**src/rtl/stopwatch_pkg.sv**
```systemverilog
// Shared definitions for the stopwatch control/datapath block.
// Holds the control FSM encoding, the wrap limits of each time field,
// and the field widths used by the top level and the digit counters.
package stopwatch_pkg;

    // Control FSM encoding.
    typedef enum logic [1:0] {
        STOP  = 2'd0,
        RUN   = 2'd1,
        CLEAR = 2'd2
    } state_t;

    // Wrap limits: each field counts 0..MAX, then wraps to 0 and carries.
    localparam int MSEC_MAX = 99;
    localparam int SEC_MAX  = 59;
    localparam int MIN_MAX  = 59;
    localparam int HOUR_MAX = 23;

    // Field widths of the time outputs.
    localparam int MSEC_W = 7;
    localparam int SEC_W  = 6;
    localparam int MIN_W  = 6;
    localparam int HOUR_W = 5;

    // Prescaler width for a given divide ratio. A ratio of 1 still needs one bit.
    function automatic int presc_width(input int div);
        return (div > 1) ? $clog2(div) : 1;
    endfunction

endpackage

```
**src/rtl/stopwatch_digit_counter.sv**
```systemverilog
// One stage of the time cascade: a modulo-(MAX+1) counter that advances on
// i_tick and raises o_carry in the same cycle it wraps, so the next stage
// advances on the same clock edge.
module stopwatch_digit_counter #(
    parameter int MAX   = 9,
    parameter int WIDTH = 4
) (
    input  logic             clk,
    input  logic             reset,
    input  logic             i_tick,
    input  logic             i_clear,
    output logic [WIDTH-1:0] o_count,
    output logic             o_carry
);

    localparam logic [WIDTH-1:0] MAX_V = WIDTH'(MAX);

    logic [WIDTH-1:0] count;
    logic             at_max;

    assign at_max  = (count == MAX_V);
    assign o_carry = i_tick && at_max;
    assign o_count = count;

    // Count register: synchronous clear has priority over advance; holds otherwise.
    // NOTE: sequential state uses non-blocking (<=) so every register samples
    // pre-edge values; blocking here would make the cascade order-dependent.
    always_ff @(posedge clk) begin
        if (!reset) begin
            count <= '0;
        end else if (i_clear) begin
            count <= '0;
        end else if (i_tick) begin
            count <= at_max ? '0 : count + WIDTH'(1);
        end
    end

endmodule

```
**src/rtl/stopwatch_ctrl_dp.sv**
```systemverilog
// Stopwatch control FSM plus prescaler and hh:mm:ss.cc time datapath.
// Consumes single-cycle button pulses; every output is a register.
module stopwatch_ctrl_dp
    import stopwatch_pkg::*;
#(
    parameter int CLK_FREQ = 100_000_000,
    parameter int TICK_HZ  = 100
) (
    input  logic                clk,
    input  logic                reset,
    input  logic                i_btn_run,
    input  logic                i_btn_clear,
    output logic                o_run,
    output logic [MSEC_W-1:0]   o_msec,
    output logic [SEC_W-1:0]    o_sec,
    output logic [MIN_W-1:0]    o_min,
    output logic [HOUR_W-1:0]   o_hour,
    output logic                o_tick
);

    localparam int DIV   = CLK_FREQ / TICK_HZ;
    localparam int PRE_W = presc_width(DIV);
    localparam logic [PRE_W-1:0] PRE_LAST = PRE_W'(DIV - 1);

    state_t           state;
    state_t           next_state;
    logic [PRE_W-1:0] prescaler;
    logic             running;
    logic             clearing;
    logic             tick;
    logic             msec_carry;
    logic             sec_carry;
    logic             min_carry;
    logic             hour_carry;

    assign running  = (state == RUN);
    assign clearing = (state == CLEAR);
    assign tick     = running && (prescaler == PRE_LAST);

    // State register.
    always_ff @(posedge clk) begin
        if (!reset) begin
            state <= STOP;
        end else begin
            state <= next_state;
        end
    end

    // Next-state decode: clear beats run in STOP; clear is ignored in RUN;
    // CLEAR always falls back to STOP after one cycle.
    // NOTE: next_state gets a default before the case so no path leaves it
    // unassigned, which would otherwise infer a latch.
    always_comb begin
        next_state = state;
        case (state)
            STOP: begin
                if (i_btn_clear) begin
                    next_state = CLEAR;
                end else if (i_btn_run) begin
                    next_state = RUN;
                end
            end
            RUN: begin
                if (i_btn_run) begin
                    next_state = STOP;
                end
            end
            CLEAR:   next_state = STOP;
            default: next_state = STOP;
        endcase
    end

    // Status outputs: o_run tracks the state loaded on the same edge,
    // o_tick is the time-base tick delayed through a flop.
    always_ff @(posedge clk) begin
        if (!reset) begin
            o_run  <= 1'b0;
            o_tick <= 1'b0;
        end else begin
            o_run  <= (next_state == RUN);
            o_tick <= tick;
        end
    end

    // Prescaler: advances only while running and holds while stopped, so the
    // sub-tick fraction survives a pause/resume; CLEAR zeroes it.
    always_ff @(posedge clk) begin
        if (!reset) begin
            prescaler <= '0;
        end else if (clearing) begin
            prescaler <= '0;
        end else if (running) begin
            prescaler <= tick ? '0 : prescaler + PRE_W'(1);
        end
    end

    // Time cascade: each stage advances on the carry of the one below it,
    // so a full rollover happens in a single edge.
    stopwatch_digit_counter #(.MAX(MSEC_MAX), .WIDTH(MSEC_W)) u_msec (
        .clk     (clk),
        .reset   (reset),
        .i_tick  (tick),
        .i_clear (clearing),
        .o_count (o_msec),
        .o_carry (msec_carry)
    );

    stopwatch_digit_counter #(.MAX(SEC_MAX), .WIDTH(SEC_W)) u_sec (
        .clk     (clk),
        .reset   (reset),
        .i_tick  (msec_carry),
        .i_clear (clearing),
        .o_count (o_sec),
        .o_carry (sec_carry)
    );

    stopwatch_digit_counter #(.MAX(MIN_MAX), .WIDTH(MIN_W)) u_min (
        .clk     (clk),
        .reset   (reset),
        .i_tick  (sec_carry),
        .i_clear (clearing),
        .o_count (o_min),
        .o_carry (min_carry)
    );

    // Hour carry wraps 23:59:59.99 to zero with no overflow flag.
    stopwatch_digit_counter #(.MAX(HOUR_MAX), .WIDTH(HOUR_W)) u_hour (
        .clk     (clk),
        .reset   (reset),
        .i_tick  (min_carry),
        .i_clear (clearing),
        .o_count (o_hour),
        .o_carry (hour_carry)
    );

    // The top of the cascade has nowhere to carry into.
    logic unused_ok;
    assign unused_ok = hour_carry;

endmodule

```
**config.mk**
```make
export PLATFORM = sky130hd
export DESIGN_NAME = stopwatch_ctrl_dp
export DESIGN_NICKNAME = d
export VERILOG_FILES = /design/src/rtl/stopwatch_pkg.sv /design/src/rtl/stopwatch_digit_counter.sv /design/src/rtl/stopwatch_ctrl_dp.sv
export SDC_FILE = /design/constraint.sdc
export NUM_CORES = 1
export LEC_CHECK = 0
export CORE_MARGIN = 3
export CORE_UTILIZATION = 30
export CTS_CLUSTER_DIAMETER = 60
export CTS_CLUSTER_SIZE = 16
export DETAILED_ROUTE_END_ITERATION = 8
export DONT_BUFFER_PORTS = 1
export PLACE_DENSITY = 0.49
export SLEW_MARGIN = 20
export SYNTH_ARGS = -nofsm -noshare
export SYNTH_HDL_FRONTEND = slang
export SYNTH_SLANG_ARGS = --single-unit
```
**constraint.sdc**
```tcl
create_clock -name clk -period 2.5 [get_ports clk]
set_clock_uncertainty 0.1 [all_clocks]
set_input_delay 0.5 -clock clk [delete_from_list [all_inputs] [get_ports clk]]
set_output_delay 0.5 -clock clk [all_outputs]
set_load 0.02 [all_outputs]
```
======== Yosys cells after proc, flatten, opt, wreduce, memory -nomap -nowiden ========
Index checks and enable logic that the tools add are counted.
W data, S select, Z words.
storage, ports and cells
  register bits ........................... 48
  logic and storage cells ................. 37
  output and inout port bits .............. 26
  bits of input ports ..................... 4
cells by class
  eq/ne operators ......................... 8
  bitwise logic cells ..................... 1
  $add $sub $neg .......................... 5
  reduce and logical (&&, ||, !) cells .... 6
  multiplexer cells ....................... 9
operators with widths
  cell                     count
  $add A20 B1 Y20 const B  1
  $eq A20 B20 Y1 const B   1
  $mux W20                 1
  $add A6 B1 Y6 const B    2
  $eq A6 B6 Y1 const B     2
  $mux W6                  2
  $add A7 B1 Y7 const B    1
  $eq A7 B7 Y1 const B     1
  $mux W7                  1
  $mux W2                  3
  $add A5 B1 Y5 const B    1
  $eq A5 B5 Y1 const B     1
  $mux W5                  1
  $eq A2 B1 Y1 const B     2
  $logic_and A1 B1 Y1      4
  $pmux W2 S2              1
  $eq A2 B2 Y1 const B     1
  $logic_not A2 Y1         1
  $reduce_or A2 Y1         1
  $not A1 Y1               1

======== Longest topological paths before layout ========
Gate-level depths: netlist of the first run.
  word-level depth ........................ 5
  depth in mapped cells ................... 8
  depth with buffers taken out ............ 6

======== Cells and area by module ========
From an unflattened synthesis of the first run, not the netlist that was laid out.
second synthesis, totals
  cell total of the unflattened synthesis .. 252
  area total of the unflattened synthesis .. 2290.9 µm²
modules (own cells, without submodules)
  module                                times used  sequential area each (µm²)  cells an instance  area an instance (µm²)
  stopwatch_ctrl_dp                     1           480.5                       126                1101.1
  stopwatch_digit_counter at u_min ...  2           120.1                       33                 292.8
  stopwatch_digit_counter at u_msec     1           140.1                       36                 375.4
  stopwatch_digit_counter at u_hour     1           100.1                       24                 229.0

======== Worst setup path after synthesis of the first run ========
Ideal clock, no wire load.
  path type ............................... register -> register
  start ................................... reg prescaler[8]
  end ..................................... reg u_min.count[2], in the netlist u_min.o_count[2]
  arrival ................................. 2059 ps
  library setup time ...................... 70 ps
  buffers on the path ..................... 1
  clock period less this slack ............ 2229 ps
  required time ........................... 2330 ps
  setup slack ............................. 271 ps
  stages on the path, launching flop included .. 7
  cell sequence ........................... dfxtp_1 > or4b_4 > nor4_4 > buf_6 > nand3_4 > or4b_1 > a21oi_1
between the ends
  word-level cells in the longest chain between the ends .. 4
ends and longest elaborated chain
  item                              RTL line                       text
  from (decl)                       stopwatch_ctrl_dp.sv:27        logic [PRE_W-1:0] prescaler;
  from (signal assigned)            stopwatch_ctrl_dp.sv:93        prescaler <= tick ? '0 : prescaler + PRE_W'(1);
  $eq A20 B20 Y1                    stopwatch_ctrl_dp.sv:38        assign tick = running && (prescaler == PRE_LAST);
  $logic_and A1 B1 Y1               stopwatch_ctrl_dp.sv:38
  $logic_and A1 B1 Y1 (2 in a row)  stopwatch_digit_counter.sv:22  assign o_carry = i_tick && at_max;
  to (signal assigned)              stopwatch_digit_counter.sv:34  count <= at_max ? '0 : count + WIDTH'(1);
  to (decl)                         stopwatch_digit_counter.sv:18  logic [WIDTH-1:0] count;
Every way passes these cells.
A chain may end at the register's enable or synchronous reset.

======== Worst setup path after layout of the first run ========
  start ................................... reg prescaler[6]
  end ..................................... reg u_hour.count[3], in the netlist u_hour.o_count[3]
between the ends
  word-level cells in the longest chain between the ends .. 5
ends and longest elaborated chain
  item                              RTL line
  $eq A20 B20 Y1                    stopwatch_ctrl_dp.sv:38
  $logic_and A1 B1 Y1               stopwatch_ctrl_dp.sv:38
  $logic_and A1 B1 Y1 (3 in a row)  stopwatch_digit_counter.sv:22
  to (signal assigned)              stopwatch_digit_counter.sv:34
  to (decl)                         stopwatch_digit_counter.sv:18
Every way passes these cells.

==> results of run 1 <==
kinds of logic after synthesis:
| kind of cell | Yosys count | synth area share |
|---|---|---|
| buffers and inverters | 16 | 0.0388 |
| DFF | 48 | 0.408 |
| and+or+nand+nor | 138 | 0.336 |
| xor gates and xnor gates | 22 | 0.0818 |
| AOI/OAI and AO/OA | 40 | 0.100 |
| adders and majority gates | 5 | 0.0266 |
| muxes | 2 | 0.00850 |
synth_stat cells, drive strengths merged, types with 2 or more instances:
cell,count,area share
a21oi,16,0.034
nand3,16,0.039
inv,9,0.014
or4,5,0.016
nand4,8,0.030
and4,3,0.012
nor2,40,0.064
or4b,3,0.014
nor2b,2,0.0053
xnor2,15,0.056
nand2,27,0.046
or3,8,0.021
nand2b,3,0.0080
ha,5,0.027
dfxtp,48,0.41
nand4b,3,0.011
o211ai,2,0.0064
a31oi,3,0.0080
o31ai,3,0.0096
buf,6,0.023
mux2i,2,0.0085
xor2,7,0.026
o21ai,10,0.021
nor3,2,0.0043
nor4,5,0.026
and3,8,0.022
worst max-delay path: stages (launching register included):
cell and delay [ns]:
dfxtp_1 0.35, or3b_2 0.52, nor4_4 0.35, buf_12 0.18, nand4_2 0.15, or4_1 0.50, a21oi_1 0.14
power groups by stage:
stage	combinational, mW	clock [mW]	sequential [mW]
detailed placement	0.0445	0	0.790
finish	0.0432	0.479	0.772
floorplan	0.0278	0	0.789
global route	0.0482	0.530	0.774
CTS	0.0445	0.503	0.773
global placement	0.0450	0	0.790
per-stage QoR:
step / hold slack [ns] / worst slack (ns) / cells / util
after floorplan: 0.362 / 0.271 / 271 / -
after global placement: 0.380 / 0.157 / 393 / 0.359
after detailed placement: 0.391 / 0.125 / 393 / 0.359
after CTS: 0.247 / 0.102 / 401 / 0.371
after global routing: 0.247 / 0.00251 / 401 / 0.371
final: 0.254 / 0.140 / 401 / 0.371
metal layers:
metal | vias up | GRT usage | wire length [um]
li1 | 1019 | - | -
met1 | 852 | 0.160 | 2510
met5 | - | 0 | 0
met4 | 0 | 0.0457 | 76
met2 | 25 | 0.206 | 2330
met3 | 7 | 0.0359 | 238
final cells by class:
cell class / count / share of cell area
clock buffer: 8 / 0.0326
inverter: 9 / 0.0122
multi-input combinational: 207 / 0.472
sequential: 48 / 0.348
tap: 99 / 0.0449
timing repair buffer: 30 / 0.0906
flip-flops by register name, summed over array words and instances, names as in the netlist:
register        count
prescaler          20
u_msec.o_count      7
u_min.o_count       6
u_sec.o_count       6
u_hour.o_count      5
state               2
o_run               1
o_tick              1
final timing paths:
path | startpoint | endpoint | slack [ns] | cells after the start
worst max-delay path | prescaler[6] | u_hour.o_count[3] | 0.14 | 6
worst min register to register | prescaler[1] | prescaler[1] | 0.40 | 2
worst max register to register | prescaler[6] | u_hour.o_count[3] | 0.14 | 6
worst min-delay path | reset | o_run | 0.25 | 1
==> impl_results.md, run 1 <==
- Worst-path clk slew: 0.09 ns
- Post-route minimum period: 2.36 ns
- Final wirelength: 5150 um
- Overall Power: 1.29 mW
- Core footprint: 7450 sq um
- Switching part of the total: 0.220
- Tot GR Track Use: 0.127
- Pin count of the biggest net entering global routing: 19
- Via-per-instance ratio: 4.75
- Asr flop ratio synth: 0
- Drt first-iter violations: 99
- First-pass GRT wire length: 9000 um
- Worst Hold Class: input pin to flop
- Synth warn: 0
- Num CTS Buffers: 5
- Reg area: 961 sq um
- Register area share after synthesis: 0.408
- Antenna violations before repair: 0
- Antenna-violating nets left: 0
- Multi-input logic area: 1300 sq um
- Ports: 30
- Cell Area, Synth: 2350 sq um
- Cell-internal power: 1.01 mW
- Final net count: 310
- Leakage: 0.974 nW
- Clk_lat worst skew: 0.30 ns
- Slew Viols, Final: 0
- FP Rows: 31
- Syn_nets: 280
- Port buffer count: 0
- Syn Area/Cell: 8.69 sq um
- FF+latch count, synth: 48
- Yosys cell types: 48
- Post-DR wirelength/cell: 12.8 um
- Tightest Pin Transition: 0.519 ns
- DR pass1 iterations: 4
- Ant diodes: 0
- CP required: 2.64 ns
- DP Wirelength: 3790 um
- Vias: 1903
- Htree depth: 2
- Critical Path AT: 2.50 ns
- Cells after synthesis: 271
- Ratio of cells with drive above 1 in the final layout: 0.166
- Die W: 94.6 um
- Max VDD drop: 0.150 mV
- Placer Congestion: 0.798
- TritonCTS clock tree: yes
- Status: finished, final reports clean
- EDFF count, synth: 0
- CTS Sinks: 48
- Sequential share of power: 0.597
- Max-capacitance violation count: 0
- CP endpoint kind: flop
- Clk pwr share: 0.370
- Crit start category: flop
- Commonest non-fill, non-tap cells in the layout: dfxtp_1, nor2_1, buf_4
- Critical path type: flop to flop
- Net switching power: 0.285 mW
- Gr ovfl total: 0
- Max Fanout on Critical Path: 11
- Commonest non-fill, non-tap cell in the layout: dfxtp_1
- Final Hold Viols: 0
- Die footprint: 8950 sq um
- Fillers: 768
- Combinational fraction of design power: 0.033
- Die H: 94.6 um
- Post-route DRC violation count: 0
- Clk buf depth: 2
- Vias in the first global route: 1885
- Worst slew margin: 0.651
- Final worst-path cycle share: 0.944
- Clk root buf: clkbuf_8
- Setup violators final: 0
- Initial Utilization: 0.316
- Area grow syn2layout: 17.3%
- Predominant post-synthesis flop cell: dfxtp_1
- Setup Buffers After CTS: 0
- DP Area: 2670 sq um
- Hold_buf cts: 0
- PD cells: 469 nW/um^2
- Fmax: 424 MHz
- Setup TNS: 0 ns
- RSZ-0062 raised after global routing: no
- PostCTS Resize Cnt: 0
- Cell area after layout: 2760 sq um
Power figures use the tool's default switching activity.
==> run 2, diff against run 1 <==
--- a/config.mk
+++ b/config.mk
@@ -5,12 +5,14 @@
 export SDC_FILE = /design/constraint.sdc
 export NUM_CORES = 1
 export LEC_CHECK = 0
+export CORE_ASPECT_RATIO = 0.6
 export CORE_MARGIN = 3
 export CORE_UTILIZATION = 30
 export CTS_CLUSTER_DIAMETER = 60
 export CTS_CLUSTER_SIZE = 16
 export DETAILED_ROUTE_END_ITERATION = 8
 export DONT_BUFFER_PORTS = 1
+export MAX_ROUTING_LAYER = met4
 export PLACE_DENSITY = 0.49
 export SLEW_MARGIN = 20
 export SYNTH_ARGS = -nofsm -noshare
==> impl_results.md, run 2 (synthesis results as in run 1) <==
- Cell area after layout: 2830 sq um
- Crit start category: flop
- Crit-path leading delay family: simple AND/OR/NAND/NOR gates
- Worst-path clk slew: 0.06 ns
- Ratio of cells with drive above 1 in the final layout: 0.171
- Largest Register: prescaler
- Die footprint: 8980 sq um
- Final cell count without fillers: 408
- Ant diodes: 0
- Core footprint: 7450 sq um
- First-pass GRT wire length: 9110 um
- Fmax: 422 MHz
- Max reg flops: 20
- Final worst-path cycle share: 0.947
- Tightest Pin Transition: 0.402 ns
- Setup TNS: 0 ns
- Antenna violations before repair: 0
- Clk buf depth: 2
- Final wirelength: 5420 um
- Post-route DRC violation count: 0
- Clk root buf: clkbuf_16
- Gr ovfl total: 0
- CP endpoint kind: flop
- DR pass1 iterations: 4
- Crit path buffers/inverters: 1
- Placer Congestion: 0.813
- Tot GR Track Use: 0.135
- Setup violators final: 0
- Slowest stage cell, crit path: or3b_2
- Post-DR wirelength/cell: 13.3 um
- Max VDD drop: 0.215 mV
- Area grow syn2layout: 20.2%
- TritonCTS clock tree: yes
- Post-route minimum period: 2.37 ns
- Max Fanout on Critical Path: 10
- CTS Sinks: 48
- Via-per-instance ratio: 4.91
- Vias: 2005
- Num CTS Buffers: 5
- Vias in the first global route: 1784
- Crit path from: prescaler[6]
- RSZ-0062 raised after global routing: no
- Antenna-violating nets left: 0
- Cell Chain, Critical Path: or3b_2 > nor4_4 > buf_6 > nand3_4 > or4b_1 > a21oi_1
- Largest stage delay on the critical path: 0.52 ns
- Worst Hold Class: input pin to flop
- Clk_lat worst skew: 0.29 ns
- CP required: 2.62 ns
- Commonest non-fill, non-tap cell in the layout: dfxtp_1
- Placed Instances: 399
- Final Hold Viols: 0
- Worst Min Path Start: reset
- Ports: 30
- Max-capacitance violation count: 0
- Drt first-iter violations: 131
- FP Rows: 24
- Critical path type: flop to flop
- Hold WS: 0.259 ns
- Initial Utilization: 0.316
- Worst slew margin: 0.730
- Slew Viols, Final: 0
- PD cells: 530 nW/um^2
- Final net count: 312
- Commonest non-fill, non-tap cells in the layout: dfxtp_1, nor2_1, buf_4
- R2R Setup Slk: 0.13 ns
- Status: finished, final reports clean
- Port buffer count: 0
- Reg2reg start: prescaler[6]
- Htree depth: 2
- DP Wirelength: 4050 um
- Die W: 120 um
- PnR worst setup slack: 0.131 ns
- Fillers: 798
- Die H: 74.6 um
- Critical Path AT: 2.49 ns
- DP Area: 2670 sq um
- Pre-CTS setup slack: 0.0185 ns
- Leakage: 1.01 nW
- Pin count of the biggest net entering global routing: 23
==> run 2: cell count changes in the layout (fill, tap and decap cells not counted), sizes merged <==
| cell | previous run | this run |
|---|---|---|
| buf | 30 | 32 |
==> run 2: through the flow <==
step / utilization / power, mW
6_report: 0.380 / 1.50
5_1_grt: 0.380 / 1.56
4_1_cts: 0.379 / 1.52
2_1_floorplan: - / 0.817
3_5_place_dp: 0.359 / 0.833
3_3_place_gp: 0.359 / 0.833
==> run 2: path summary, 6_finish.rpt <==
path | endpoint | depth (start not counted)
max | u_min.o_count[2] | 6
max reg2reg | u_min.o_count[2] | 6
min | o_run | 1
min reg2reg | prescaler[1] | 2
==> run 2: routing by layer <==
layer	part of all wire	vias to the layer above	GRT usage
met1	0.56	930	0.193
met4	0.015	0	0.0528
met5	0	-	-
met3	0.066	7	0.0488
met2	0.35	41	0.169
li1	-	1027	-
==> run 2: cell type report <==
| cell class | count | area [sq um] | area share |
|---|---|---|---|
| Clock buffer | 8 | 146 | 0.0517 |
| Inverter | 9 | 33.8 | 0.0119 |
| Multi-Input combinational cell | 207 | 1300 | 0.460 |
| Sequential cell | 48 | 961 | 0.340 |
| Tap cell | 104 | 130 | 0.0460 |
| Timing Repair Buffer | 32 | 256 | 0.0906 |
==> run 2: power breakdown <==
group | internal [mW] | total, mW | switching (mW)
combinational | 0.0146 | 0.0414 | 0.0269
clock | 0.400 | 0.686 | 0.287
sequential | 0.768 | 0.773 | 0.00531
==> run 2: timing repair <==
item / CTS / global route
gates resized for setup: 0 / 1
endpoints found under the setup margin: 0 / 1
buffers inserted: 0 / 1
hold buffers: 0 / 0
==> run 3, diff against run 2 <==
--- a/config.mk
+++ b/config.mk
@@ -5,15 +5,17 @@
 export SDC_FILE = /design/constraint.sdc
 export NUM_CORES = 1
 export LEC_CHECK = 0
+export ABC_AREA = 1
 export CORE_ASPECT_RATIO = 0.6
 export CORE_MARGIN = 3
 export CORE_UTILIZATION = 30
 export CTS_CLUSTER_DIAMETER = 60
-export CTS_CLUSTER_SIZE = 16
+export CTS_CLUSTER_SIZE = 40
 export DETAILED_ROUTE_END_ITERATION = 8
 export DONT_BUFFER_PORTS = 1
 export MAX_ROUTING_LAYER = met4
 export PLACE_DENSITY = 0.49
+export SETUP_SLACK_MARGIN = 0.15
 export SLEW_MARGIN = 20
 export SYNTH_ARGS = -nofsm -noshare
 export SYNTH_HDL_FRONTEND = slang
==> impl_results.md, run 3 <==
- Slowest stage cell, crit path: dfxtp_1
- Crit path buffers/inverters: 1
- Ports: 30
- Crit-path leading delay family: simple AND/OR/NAND/NOR gates
- CP endpoint kind: flop
- Area grow syn2layout: 13.4%
- Fmax: 487 MHz
- Reg2reg start: u_msec.o_count[1]
- PostCTS Resize Cnt: 0
- Setup Buffers After CTS: 0
- DR pass1 iterations: 5
- Core Util, Final: 0.363
- Crit path depth: 7
- Worst Min Path Start: i_btn_run
- Hold depth: 1
- Clk root buf: clkbuf_16
- Final worst-path cycle share: 0.821
- Hold_buf cts: 0
- Worst Hold Class: input pin to flop
- Cells after synthesis: 380
- Asr flop ratio synth: 0
- Worst-path clk slew: 0.07 ns
- Max VDD drop: 0.277 mV
- Final net count: 402
- Tightest Pin Transition: 0.485 ns
- Cells on worst reg2reg path: 7
- FP Rows: 25
- Area contributors post-synth: dfxtp_1, nor2_1, nand2_1, inv_1, nand3_1
- Final Hold Viols: 0
- Synth warn: 0
- PD cells: 538 nW/um^2
- Most common cell in the synthesized netlist: nor2_1
- Status: finished, final reports clean
- EDFF count, synth: 0
- Leakage: 1.17 nW
- Die H: 78.5 um
- Slew Viols, Final: 0
- Setup TNS: 0 ns
- Tot GR Track Use: 0.151
- CP required: 2.63 ns
- Gr ovfl total: 0
- Predominant post-synthesis flop cell: dfxtp_1
- Critical path type: flop to flop
- FF+latch count, synth: 48
- PnR worst setup slack: 0.447 ns
- DP Area: 2810 sq um
- Drt first-iter violations: 183
- Worst slew margin: 0.675
- Post-DR wirelength/cell: 13.5 um
- Clk_lat worst skew: 0.29 ns
- Via-per-instance ratio: 4.74
- Register area share after synthesis: 0.366
- Cell Area, Synth: 2630 sq um
- Critical Path AT: 2.19 ns
- Port buffer count: 0
- Max Fanout on Critical Path: 9
- Yosys cell types: 37
- RSZ-0062 raised after global routing: no
- Die footprint: 9950 sq um
- Max reg flops: 20
- Syn_nets: 389
- Antenna-violating nets left: 0
- Max-capacitance violation count: 0
- Num CTS Buffers: 5
- Largest stage delay on the critical path: 0.40 ns
- Largest area contributor in the synthesized netlist: dfxtp_1
- Crit start category: flop
- First-pass GRT wire length: 11600 um
- CTS Sinks: 48
- Commonest non-fill, non-tap cells in the layout: nor2_1, nand2_1, dfxtp_1
- Initial Utilization: 0.320
- Synth cell count leaders: nor2_1, nand2_1, dfxtp_1
- Reg-to-Reg End: u_msec.o_count[5]
- R2R Setup Slk: 0.45 ns
- Vias in the first global route: 2161
- Pre-CTS setup slack: 0.491 ns
- TritonCTS clock tree: yes
- Antenna violations before repair: 0
- Die W: 127 um
- Syn Area/Cell: 6.91 sq um
- Fillers: 872
- Clk buf depth: 2
- Worst Hold Endpoint: state[0]
- Htree depth: 2
- Vias: 2378
- DP Wirelength: 5290 um
- Cell Chain, Critical Path: ha_1 > nand4_1 > clkinv_1 > nand2_4 > nand2_1 > o21bai_1 > nor2_1
- Ant diodes: 0
- Largest Register: prescaler
- Pin count of the biggest net entering global routing: 15
- Setup violators final: 0
- Core footprint: 8200 sq um
- Placer Congestion: 0.868
- Synth top area share: 0.366
- Post-route DRC violation count: 0
- Ratio of cells with drive above 1 in the final layout: 0.107
- Commonest non-fill, non-tap cell in the layout: nor2_1
- Final wirelength: 6760 um
- Cell area after layout: 2980 sq um
- Post-route minimum period: 2.05 ns
[run 3: changes by cell type after synthesis, moves of 8 or more]
cell	previous run	this run
o21ai_0	10	19
nand2_1	26	66
nor3_1	2	11
xnor2_1	15	1
nand3_1	15	29
inv_1	9	46
or3_1	8	0
nor2_1	40	72
[run 3: cell type report]
| cell class | instances | area (sq um) | share of cell area |
|---|---|---|---|
| flip-flops and latches | 48 | 961 | 0.323 |
| clock inverters | 2 | 35.0 | 0.0118 |
| multi-input cells | 278 | 1460 | 0.491 |
| repair buffers | 8 | 60.1 | 0.0202 |
| clock buffers | 6 | 129 | 0.0433 |
| inverters | 52 | 195 | 0.0655 |
| well taps | 108 | 135 | 0.0454 |
[run 3: metrics by stage]
step	std cells	hold WS (ns)	total power [mW]
floorplan	380	0.354	0.834
global placement	494	0.373	0.851
detailed placement	494	0.375	0.852
CTS	502	0.186	1.62
global route	502	0.190	1.67
finish	502	0.194	1.60
[run 3: cells by family after synthesis]
| family | Yosys count | synth area share |
|---|---|---|
| xor gates and xnor gates | 9 | 0.0300 |
| AOI/OAI and AO/OA | 47 | 0.101 |
| DFF | 48 | 0.366 |
| and+or+nand+nor | 217 | 0.403 |
| adders and majority gates | 5 | 0.0238 |
| buffers and inverters | 54 | 0.0772 |
[run 3: how the worst max path moves through the flow]
| stage | slack, ns | to | from |
|---|---|---|---|
| after floorplan | 0.61 | u_hour.o_count[2] | u_sec.o_count[0] |
| after global placement | 0.53 | u_msec.o_count[5] | u_msec.o_count[1] |
| after detailed placement | 0.49 | u_min.o_count[1] | u_msec.o_count[1] |
| after CTS | 0.46 | u_msec.o_count[5] | u_msec.o_count[1] |
| after global routing | 0.24 | u_min.o_count[3] | state[0] |
| final | 0.45 | u_msec.o_count[5] | u_msec.o_count[1] |
[run 3: report_power, final]
part | leakage [nW] | switching [mW] | internal, mW
registers | 0.387 | 0.00687 | 0.769
logic | 0.700 | 0.0426 | 0.0152
clock network | 0.0808 | 0.297 | 0.471
[run 3: per-layer routing]
layer	track usage	vias to the layer above	share of wire
li1	-	1262	-
met4	0.0353	0	0.0087
met3	0.0442	8	0.067
met1	0.245	1056	0.59
met5	-	-	0
met2	0.171	52	0.33
